==> src/rtl/tdm_demux_4_if.sv <==
// tdm_demux_4_if: bundle between an interleaved 4-slot sample source and the
// lane demultiplexer.
//   din / din_valid / frame_sync : sample stream and slot-0 marker (source side)
//   dout / dout_valid            : assembled 4-lane frame and its strobe
//   slot / locked / sync_err     : alignment status
// master = stream source / frame consumer, slave = demultiplexer.
interface tdm_demux_4_if #(
  parameter int W = 1
);
  logic [W-1:0]   din;
  logic           din_valid;
  logic           frame_sync;
  logic [4*W-1:0] dout;
  logic           dout_valid;
  logic [1:0]     slot;
  logic           locked;
  logic           sync_err;

  modport master (
    output din, din_valid, frame_sync,
    input  dout, dout_valid, slot, locked, sync_err
  );

  modport slave (
    input  din, din_valid, frame_sync,
    output dout, dout_valid, slot, locked, sync_err
  );
endinterface

==> src/rtl/tdm_demux_4.sv <==
// tdm_demux_4: time-division 1-to-4 demultiplexer.
// Takes one W-bit stream carrying lanes 0..3 interleaved in fixed slot order,
// collects each slot into a shadow lane register and publishes all four lanes
// at once as a parallel frame.
//   clk  : rising-edge clock
//   rst  : synchronous active-high reset
//   bus  : tdm_demux_4_if.slave (din/din_valid/frame_sync in;
//          dout/dout_valid/slot/locked/sync_err out)
// Alignment is acquired on the first frame_sync and then free-running; a
// frame_sync seen away from slot 0 realigns and flags sync_err.

// One shadow lane: load wins over clear so a realign can load lane 0 while
// clearing the others with a single mask.
module tdm_demux_4_lane #(
  parameter int W = 1
) (
  input  logic         clk,
  input  logic         rst,
  input  logic         wr,
  input  logic         clr,
  input  logic [W-1:0] d,
  output logic [W-1:0] q
);
  always_ff @(posedge clk) begin
    if (rst)      q <= '0;
    else if (wr)  q <= d;
    else if (clr) q <= '0;
  end
endmodule

module tdm_demux_4 #(
  parameter int W = 1
) (
  input  logic           clk,
  input  logic           rst,
  tdm_demux_4_if.slave   bus
);
  // Slot 3 is never stored: it goes straight from din into dout on the
  // completing edge, so only lanes 0..2 need shadow registers.
  localparam int NUM_SHADOW = 3;

  typedef enum logic {HUNT, LOCKED} state_t;

  state_t                             state_q, state_d;
  logic [1:0]                         slot_q, slot_d;
  logic [NUM_SHADOW-1:0]              wr, clr;
  logic                               frame_d, err_d;
  logic [NUM_SHADOW-1:0][W-1:0]       lane_q;
  logic [4*W-1:0]                     dout_q;
  logic                               dout_valid_q, sync_err_q;

  // Shadow lane array
  for (genvar k = 0; k < NUM_SHADOW; k++) begin : g_lane
    tdm_demux_4_lane #(.W(W)) u_lane (
      .clk (clk),
      .rst (rst),
      .wr  (wr[k]),
      .clr (clr[k]),
      .d   (bus.din),
      .q   (lane_q[k])
    );
  end

  always_ff @(posedge clk) begin
    if (rst) state_q <= HUNT;
    else     state_q <= state_d;
  end

  always_comb begin
    state_d = state_q;
    slot_d  = slot_q;
    wr      = '0;
    clr     = '0;
    frame_d = 1'b0;
    err_d   = 1'b0;
    if (bus.din_valid) begin
      case (state_q)
        HUNT: begin
          // Everything before the first frame_sync is dropped.
          if (bus.frame_sync) begin
            wr[0]   = 1'b1;
            clr     = 3'b110;
            slot_d  = 2'd1;
            state_d = LOCKED;
          end
        end
        LOCKED: begin
          if (bus.frame_sync && slot_q != 2'd0) begin
            // Misplaced sync: drop the partial frame and restart at slot 0.
            // Checked before completion so a sync on slot 3 never emits a frame.
            wr[0]  = 1'b1;
            clr    = 3'b110;
            slot_d = 2'd1;
            err_d  = 1'b1;
          end else begin
            slot_d = slot_q + 2'd1;
            case (slot_q)
              2'd0:    wr[0]   = 1'b1;
              2'd1:    wr[1]   = 1'b1;
              2'd2:    wr[2]   = 1'b1;
              default: frame_d = 1'b1;
            endcase
          end
        end
        default: state_d = HUNT;
      endcase
    end
  end

  always_ff @(posedge clk) begin
    if (rst) begin
      slot_q       <= 2'd0;
      dout_q       <= '0;
      dout_valid_q <= 1'b0;
      sync_err_q   <= 1'b0;
    end else begin
      slot_q       <= slot_d;
      dout_valid_q <= frame_d;
      sync_err_q   <= err_d;
      // dout only moves on a full frame, so partial frames are never visible.
      if (frame_d) dout_q <= {bus.din, lane_q};
    end
  end

  assign bus.dout       = dout_q;
  assign bus.dout_valid = dout_valid_q;
  assign bus.slot       = slot_q;
  assign bus.locked     = (state_q == LOCKED);
  assign bus.sync_err   = sync_err_q;
endmodule
==> src/flat_wrapper.sv <==
// flat-port wrapper written by rule: the top's interface ports become plain ports
module tdm_demux_4_flat 
#(
  parameter int W = 1
)
  (clk, rst, bus_din, bus_din_valid, bus_frame_sync, bus_dout, bus_dout_valid, bus_slot, bus_locked, bus_sync_err);
  tdm_demux_4_if #(.W(W)) bus_i ();
  input  logic clk;
  input  logic rst;
  input wire logic [$bits(bus_i.din)-1:0] bus_din;
  input wire logic [$bits(bus_i.din_valid)-1:0] bus_din_valid;
  input wire logic [$bits(bus_i.frame_sync)-1:0] bus_frame_sync;
  output wire logic [$bits(bus_i.dout)-1:0] bus_dout;
  output wire logic [$bits(bus_i.dout_valid)-1:0] bus_dout_valid;
  output wire logic [$bits(bus_i.slot)-1:0] bus_slot;
  output wire logic [$bits(bus_i.locked)-1:0] bus_locked;
  output wire logic [$bits(bus_i.sync_err)-1:0] bus_sync_err;
  assign bus_i.din = bus_din;
  assign bus_i.din_valid = bus_din_valid;
  assign bus_i.frame_sync = bus_frame_sync;
  assign bus_dout = bus_i.dout;
  assign bus_dout_valid = bus_i.dout_valid;
  assign bus_slot = bus_i.slot;
  assign bus_locked = bus_i.locked;
  assign bus_sync_err = bus_i.sync_err;
  tdm_demux_4 #(.W(W)) u_core (.clk(clk), .rst(rst), .bus(bus_i));
endmodule
==> config.mk <==
export PLATFORM = sky130hd
export DESIGN_NAME = tdm_demux_4_flat
export DESIGN_NICKNAME = d
export VERILOG_FILES = /design/src/rtl/tdm_demux_4_if.sv /design/src/rtl/tdm_demux_4.sv /design/src/flat_wrapper.sv
export SDC_FILE = /design/constraint.sdc
export NUM_CORES = 1
export LEC_CHECK = 0
export ABC_AREA = 0
export CORE_MARGIN = 2
export CORE_UTILIZATION = 40
export CTS_BUF_LIST = sky130_fd_sc_hd__clkbuf_4 sky130_fd_sc_hd__clkbuf_8
export DETAILED_ROUTE_END_ITERATION = 10
export PLACE_DENSITY_LB_ADDON = 0.2
export SLEW_MARGIN = 10
export SYNTH_ARGS = -nofsm -noshare
export SYNTH_HDL_FRONTEND = slang
export SYNTH_SLANG_ARGS = --single-unit
==> constraint.sdc <==
create_clock -name clk -period 1.56 [get_ports clk]
set_input_delay 0.234 -clock clk [delete_from_list [all_inputs] [get_ports clk]]
set_output_delay 0.234 -clock clk [all_outputs]
set_load 0.01 [all_outputs]
==> metrics.cfg, run 1 <==
[grt]
grt_max_degree=11
grt_pass1_wl_um=1642
gr-usage-all-layers_pct=16.95
grt_pass1_vias=378
antenna_found_initial=0
gr-total-overflow=0

[yosys]
syn_nets=62
ys_seq_area_share_pct=43.54
ys_seq_elements=12
ys.flop_type=dfxtp_1
synthSimpleGateAreaFrac_pct=23.81
synth_edf_count=0
muxShareOfSynthArea_pct=13.61
ys_warn_count=0
synth_fa_ha_area_share_pct=9.070
syn_area_per_cell_um2=10.41
yosysUniqueCellTypes=22
synth-compound-area-share_pct=7.937
synth_top_family_by_area=simple AND/OR/NAND/NOR gates
netlist_instances=53
synthArstFlopShare_pct=0
netlist_area_um2=551.8
synth_xor_area_share_pct=0

[die]
die_h_um=41.14
start_util_pct=42.40
row_count=13
fp.coreArea_um2=1301
die_w_um=41.14
top_level_ports=14
die_area_um2=1693

[worst_setup_path]
critPathLaunchType=flop
path_class=flop to output port
crit_buf_inv=1
crit_chain=clkdlybuf4s50_1
cp_slowest_cell=clkdlybuf4s50_1
end_kind=output port
crit_family=buffers and inverters
cpPeakStageDelay_ns=0.56
arrival_ns=1.21
cp_max_fo=5
critPathRequiredTime_ns=1.33

[clock_network]
cts_tree=done
cts.hold.buffers_added=0
post_cts_buffers=0
cts.sinks=12
cts-htree-levels=1
clk_latency_ns=0.28
cts_root_buf=clkbuf_4
clk_pin_slew_ns=0.07
ctsLongestPathBuffers=2
numCtsBuffers=3

[power_and_ir_drop]
powerDensity_nw_per_um2=838.5
vdd_drop_max_mv=0.5518
power_leakage_nw=0.3270

[layout]
drive_above_1_share_pct=19.44
final_cell_mix=clkdlybuf4s50_1, dfxtp_1, nand2b_1, mux2i_1, ha_1
layout_commonest_cell=clkdlybuf4s50_1
syn_to_final_growth_pct=37.41
diodes=0
nets=82
postLayoutCellArea_um2=758.2

[placement]
portBuffers=13
dp_hpwl_um=750.5
gp_congestion=0.7636
place_area_um2=719.4
place_ws_ns=0.09440

[route]
wl_per_cell_um=11.68
drc=0
drtPass1Iterations=4
drt-vias-per-instance=4.931
drt-total-wl_um=1016
ant_nets=0
vias=429
drtIter0Drc=4

[sta]
fin_crit_ns=1.447
finalCritPeriodShare_pct=92.78
worst_slack_ns=0.1126
setup_viol=0
worst_pin_slew_ns=0.3001
fmax_mhz=690.9
drv_slew=0
fin_worst_skew_ns=0.006084
hold_viol=0
rsz0062_at_grt=no
tns_ns=0
slew_headroom_pct=79.93

[hold_path]
hold_class=flop to flop

[job]
max-cap-violations=0

[status]
status=complete, no violations

[power by group]
part,switching (mW),internal [mW]
logic,0.0302,0.0349
clock network,0.110,0.142
registers,0.00531,0.313
total,0.146,0.490
[final cells by class]
type	instances	area (um2)
tap	15	18.77
multi-input combinational	38	300.3
inverter	2	7.507
sequential	12	242.7
timing repair buffer	16	152.6
clock buffer	4	36.28
fill	131	543.0
[registers in the layout, indices dropped and copies added (netlist names)]
register and count:
u_core.bus.dout 4, u_core.g_lane.u_lane.q 3, u_core.bus.slot 2, u_core.bus.dout_valid 1, u_core.bus.locked 1, u_core.bus.sync_err 1
[cell usage after synthesis (2+ instances only)]
cell | instances | area [um2]
nor2_1 | 3 | 11.26
ha_1 | 4 | 50.05
nand3_1 | 2 | 10.01
nand2b_1 | 6 | 37.54
nor2b_1 | 2 | 12.51
inv_1 | 2 | 7.510
dfxtp_1 | 12 | 240.2
o21ai_0 | 3 | 15.01
mux2i_1 | 6 | 60.06
[logic make-up (layout without fill, tap and decap cells)]
logic type,count (synthesis),count (layout)
flops,12,12
mux,7,7
fa+ha+maj,4,4
simple gates,20,20
compound gates,7,7
buf+inv,3,22
[layer usage]
layer	routed length, um	GRT usage, %	vias to the layer above
li1	-	-	220
met1	454	19.09	192
met2	460	23.44	12
met3	69	9.783	5
met4	31	12.10	0
met5	0	0	-
[repair_timing]
action | in CTS | in global routing
setup endpoints to repair | 0 | 5
endpoints found under the hold margin | 0 | 0
resized for setup | 0 | 2
[worst reg2reg max path, stage by stage, from the launching register on]
cell,delay [ns]
dfxtp_2,0.36
inv_1,0.08
ha_1,0.21
nand2b_2,0.24
nand3_4,0.10
buf_4,0.14
mux2i_1,0.19
[stage by stage]
| step | utilization (%) | hold WS, ns | cells | total power, mW |
|---|---|---|---|---|
| 2_1_floorplan | - | 0.3746 | 53 | 0.3568 |
| 3_3_place_gp | 55.29 | 0.4642 | 83 | 0.3884 |
| 3_5_place_dp | 55.29 | 0.4710 | 83 | 0.3906 |
| 4_1_cts | 58.08 | 0.4844 | 87 | 0.6470 |
| 5_1_grt | 58.27 | 0.4909 | 87 | 0.6633 |
| 6_report | 58.27 | 0.4769 | 87 | 0.6358 |
[path summary, 6_finish.rpt]
path / from / to / slack [ns] / cells past startpoint
max: u_core.bus.locked$_SDFFE_PP0P_ / bus_locked / 0.11 / 1
min: u_core.bus.dout[0]$_SDFFE_PP0P_ / u_core.bus.dout[0]$_SDFFE_PP0P_ / 0.48 / 2
max reg2reg: u_core.bus.slot[0]$_SDFFE_PP0P_ / u_core.bus.dout[3]$_SDFFE_PP0P_ / 0.15 / 6
min reg2reg: u_core.bus.dout[0]$_SDFFE_PP0P_ / u_core.bus.dout[0]$_SDFFE_PP0P_ / 0.48 / 2
No activity file was read; power rests on OpenSTA's default activity.
==> run 2: changes to the inputs <==
--- a/config.mk
+++ b/config.mk
@@ -14,4 +14,5 @@
 export SLEW_MARGIN = 10
 export SYNTH_ARGS = -nofsm -noshare
 export SYNTH_HDL_FRONTEND = slang
+export SYNTH_HIERARCHICAL = 1
 export SYNTH_SLANG_ARGS = --single-unit
==> constraint.sdc (replaced) <==
create_clock -name clk -period 1.8 [get_ports clk]
set_input_delay 0.27 -clock clk [delete_from_list [all_inputs] [get_ports clk]]
set_output_delay 0.27 -clock clk [all_outputs]
set_load 0.01 [all_outputs]
==> metrics.cfg, run 2 <==
[status]
status=complete, no violations

[placement]
place_area_um2=711.9
gp_congestion=0.7374
dp_hpwl_um=687.4
portBuffers=13

[layout]
postLayoutCellArea_um2=749.5
fillers=130
nets=86
multiInputGateArea_um2=315.3
layout_commonest_cell=clkdlybuf4s50_1
syn_to_final_growth_pct=29.65
largest_reg_flops=4
drive_above_1_share_pct=10.53
final_cell_mix=clkdlybuf4s50_1, dfxtp_1, nand2b_1, a21oi_1, nand2_1
regArea_um2=241.5
diodes=0
utilization_pct=56.89

[grt]
antenna_found_initial=0
grt_max_degree=17
grt_pass1_wl_um=1656
gr-total-overflow=0
gr-usage-all-layers_pct=12.85
grt_pass1_vias=377

[worst_setup_path]
cp_max_fo=6
cpPeakStageDelay_ns=0.40
crit_family=simple AND/OR/NAND/NOR gates
crit_chain=inv_1 > ha_1 > nand2b_2 > and3_1 > or3b_1 > a21oi_1
arrival_ns=1.87
critPathLaunchType=flop
end_kind=flop
crit_buf_inv=1
cp_slowest_cell=dfxtp_1
path_class=flop to flop
critPathRequiredTime_ns=2.00

[yosys]
synth_area_leaders=dfxtp_1, ha_1, nand2b_1, mux2i_1, a21oi_1
syn_nets=70
synth_top_cell_by_area=dfxtp_1
ys_warn_count=6
yosysMostFrequentCell=dfxtp_1
syn_area_per_cell_um2=9.476
ys.flop_type=dfxtp_1
netlist_area_um2=578.1
yosys-top-cells-count=dfxtp_1, nand2b_1, a21oi_1
synth_edf_count=0
synthArstFlopShare_pct=0
yosysUniqueCellTypes=22
synth_top_area_share_pct=41.56
netlist_instances=61
ys_seq_area_share_pct=41.56
ys_seq_elements=12

[route]
drc=0
ant_nets=0
wl_per_cell_um=10.82
vias=435
drt-total-wl_um=985
drtPass1Iterations=4
drtIter0Drc=2
drt-vias-per-instance=4.780

[sta]
setup_viol=0
tns_ns=0
fmax_mhz=596.4
fin_crit_ns=1.677
finalCritPeriodShare_pct=93.15
fin_worst_skew_ns=0.003245
drv_slew=0
rsz0062_at_grt=no
hold_viol=0

[die]
top_level_ports=14
die_h_um=42.02
die_w_um=42.02
fp.coreArea_um2=1318
die_area_um2=1765
start_util_pct=43.87
row_count=13

[clock_network]
cts-htree-levels=1
ctsLongestPathBuffers=2
post_cts_buffers=0
numCtsBuffers=3
cts.sinks=12
clk_pin_slew_ns=0.08
cts_root_buf=clkbuf_4
cts_tree=done
clk_latency_ns=0.27

[job]
max-cap-violations=0

[power_and_ir_drop]
power_leakage_nw=0.2795
total_power_uw=542.7
powerDensity_nw_per_um2=724.2
vdd_drop_max_mv=0.5295

[hold_path]
hold_class=flop to flop

-- run 2: cell count changes in the layout (fill, tap and decap cells not counted), moves of 2 or more --
cell,before,now
a21oi_1,1,7
and3_1,0,2
buf_4,3,0
mux2i_1,6,4
nand2_1,1,5
nand2b_1,6,8
nand3_1,2,0
o21ai_0,3,1
or3b_1,0,3
-- run 2: layer usage --
metal  up-vias  track usage, %  share of wire [%]
met3         2           7.759                5.5
met5         -               0                  0
met4         0           3.750                1.0
met1       191           15.30                 46
li1        234               -                  -
met2         8           19.38                 47
-- run 2: path summary, 6_finish.rpt --
path                                                             start                                      to  slack (ns)  cells past startpoint
worst max register to register         u_core/bus.slot[1]$_SDFFE_PP0P_  u_core/g_lane[1].u_lane/q$_SDFFE_PP0P_        0.12                      6
worst min register to register  u_core/g_lane[0].u_lane/q$_SDFFE_PP0P_         u_core/bus.dout[0]$_SDFFE_PP0P_        0.47                      2
worst min-delay path            u_core/g_lane[0].u_lane/q$_SDFFE_PP0P_         u_core/bus.dout[0]$_SDFFE_PP0P_        0.47                      2
worst max-delay path                   u_core/bus.slot[1]$_SDFFE_PP0P_  u_core/g_lane[1].u_lane/q$_SDFFE_PP0P_        0.12                      6
-- run 2: timing repair --
item,CTS,global route
hold buffers,0,0
endpoints found under the setup margin,0,1
resized for setup,0,1
-- run 2: worst reg2reg max path: stages, from the launching register on --
cell	delay (ns)
dfxtp_1	0.40
inv_1	0.08
ha_1	0.21
nand2b_2	0.23
and3_1	0.20
or3b_1	0.35
a21oi_1	0.14
-- run 2: kinds of logic (layout without fill, tap and decap cells) --
group	count (synthesis)	in the layout	synth area share, %
buffers and inverters	4	19	3.896
adder cells (fa/ha/maj)	4	4	8.658
flip-flops	12	12	41.56
multiplexers	4	4	6.927
AND/OR/NAND/NOR	26	26	28.58
other	1	1	0.6487
AO/OA/AOI/OAI	10	10	9.740
-- run 2: metrics by stage --
stage	hold slack, ns	setup slack, ns	instances
after floorplan	0.3391	0.1743	61
after global placement	0.4574	0.1438	87
after detailed placement	0.4597	0.1022	87
after CTS	0.4737	0.09750	91
after global routing	0.4906	0.007078	91
final	0.4699	0.1233	91
-- run 2: final cells by class --
| cell class | count | area share [%] |
|---|---|---|
| Multi-Input combinational cell | 45 | 42.07 |
| Sequential cell | 12 | 32.22 |
| Timing Repair Buffer | 13 | 17.36 |
| Clock buffer | 4 | 4.841 |
| Tap cell | 15 | 2.504 |
| Inverter | 2 | 1.002 |
-- run 2: report_power, final --
part,switching (mW),internal [mW]
Clock,0.0888,0.123
Sequential,0.00513,0.271
Combinational,0.0259,0.0293
Total,0.120,0.423
==> run 3: changes to the inputs <==
==> constraint.sdc (replaced) <==
create_clock -name clk -period 2.02 [get_ports clk]
set_input_delay 0.303 -clock clk [delete_from_list [all_inputs] [get_ports clk]]
set_output_delay 0.303 -clock clk [all_outputs]
set_load 0.01 [all_outputs]
==> metrics.cfg, run 3 (synthesis results as in run 2) <==
[sta]
drv_slew=0
hold_viol=0
setup_viol=0
worst_slack_ns=0.3029
finalCritPeriodShare_pct=85.00
fmax_mhz=582.4
fin_crit_ns=1.717
fin_worst_skew_ns=0.003155
rsz0062_at_grt=no
tns_ns=0

[grt]
gr-total-overflow=0
gr-usage-all-layers_pct=12.85
grt_pass1_vias=377
antenna_found_initial=0
grt_max_degree=17
grt_pass1_wl_um=1656

[layout]
layout_commonest_cell=clkdlybuf4s50_1
stdcell_count=91
utilization_pct=56.79
final_cell_mix=clkdlybuf4s50_1, dfxtp_1, nand2b_1, a21oi_1, nand2_1
nets=86
largest_reg_flops=4
diodes=0
regArea_um2=240.2
syn_to_final_growth_pct=29.44
fillers=128
multiInputGateArea_um2=315.3
drive_above_1_share_pct=9.211

[route]
dr.max_layer_used=met3
drt-total-wl_um=971
drt-met1-wl_um=456
drtPass1Iterations=4
drtIter0Drc=3
wl_per_cell_um=10.67
route.met3.wl_um=61
wl_met2_um=453
vias=442
drc=0
drt-vias-per-instance=4.857
ant_nets=0

[worst_setup_path]
cp_max_fo=6
cp_slowest_cell=dfxtp_1
crit_chain=inv_1 > ha_1 > nand2b_2 > and3_1 > or3b_1 > a21oi_1
path_class=flop to flop
critPathRequiredTime_ns=2.22
cpPeakStageDelay_ns=0.39
end_kind=flop
critPathLaunchType=flop
arrival_ns=1.92

[job]
max-cap-violations=0

[placement]
gp_congestion=0.7374
place_ws_ns=0.2892
dp_hpwl_um=687.4
placed_cells=87
portBuffers=13

[die]
die_w_um=42.02
top_level_ports=14
fp.coreArea_um2=1318
row_count=13
die_h_um=42.02
die_area_um2=1765
start_util_pct=43.87

[clock_network]
post_cts_buffers=0
numCtsBuffers=3
cts_resized=0
cts.hold.buffers_added=0
clk_pin_slew_ns=0.08
cts_root_buf=clkbuf_4
clk_latency_ns=0.27
cts.sinks=12
cts_tree=done
ctsLongestPathBuffers=2
cts-htree-levels=1

[hold_path]
hold_class=flop to flop

[status]
status=complete, no violations

[power_and_ir_drop]
power_leakage_nw=0.2793
vdd_drop_max_mv=0.4725
powerDensity_nw_per_um2=646.1

==> run 3: cell counts in the layout (fill, tap and decap cells not counted) <==
No cell type changed its count.
==> run 3: metrics by stage <==
stage	total power [mW]	instance area (um2)	hold slack [ns]
after global placement	0.2991	711.9	0.4574
final	0.4834	748.2	0.4699
after global routing	0.5148	748.2	0.4906
after floorplan	0.2762	578.1	0.3721
after CTS	0.4922	748.2	0.4737
after detailed placement	0.2993	711.9	0.4597
==> run 3: power by group <==
group | total (mW) | switching, mW | internal (mW)
Clock | 0.189 | 0.0794 | 0.109
Combinational | 0.0492 | 0.0231 | 0.0261
Sequential | 0.245 | 0.00446 | 0.241
==> run 3: critical path, delay by kind of cell, from the launching register on <==
| family | cells | cell delay [ns] |
|---|---|---|
| and+or+nand+nor | 3 | 0.78 |
| DFF | 1 | 0.39 |
| adders and majority gates | 1 | 0.23 |
| AOI/OAI and AO/OA | 1 | 0.14 |
| buffers and inverters | 1 | 0.10 |
==> run 3: cell type report <==
type,count,area share [%]
multi-input cells,45,42.14
flip-flops and latches,12,32.11
repair buffers,13,17.39
clock buffers,4,4.849
well taps,15,2.508
inverters,2,1.003
==> run 3: path summary, 6_finish.rpt <==
path | startpoint | slack (ns) | endpoint | cells after the start
setup / recovery | u_core/bus.slot[0]$_SDFFE_PP0P_ | 0.30 | u_core/g_lane[1].u_lane/q$_SDFFE_PP0P_ | 6
hold / removal | u_core/g_lane[0].u_lane/q$_SDFFE_PP0P_ | 0.47 | u_core/bus.dout[0]$_SDFFE_PP0P_ | 2
setup reg to reg | u_core/bus.slot[0]$_SDFFE_PP0P_ | 0.30 | u_core/g_lane[1].u_lane/q$_SDFFE_PP0P_ | 6
hold reg to reg | u_core/g_lane[0].u_lane/q$_SDFFE_PP0P_ | 0.47 | u_core/bus.dout[0]$_SDFFE_PP0P_ | 2
==> run 3: routing by layer <==
layer / global-route usage (%) / vias up
met2: 19.38 / 12
met4: 3.750 / 0
met5: 0 / -
met3: 7.759 / 0
met1: 15.30 / 195
li1: - / 235
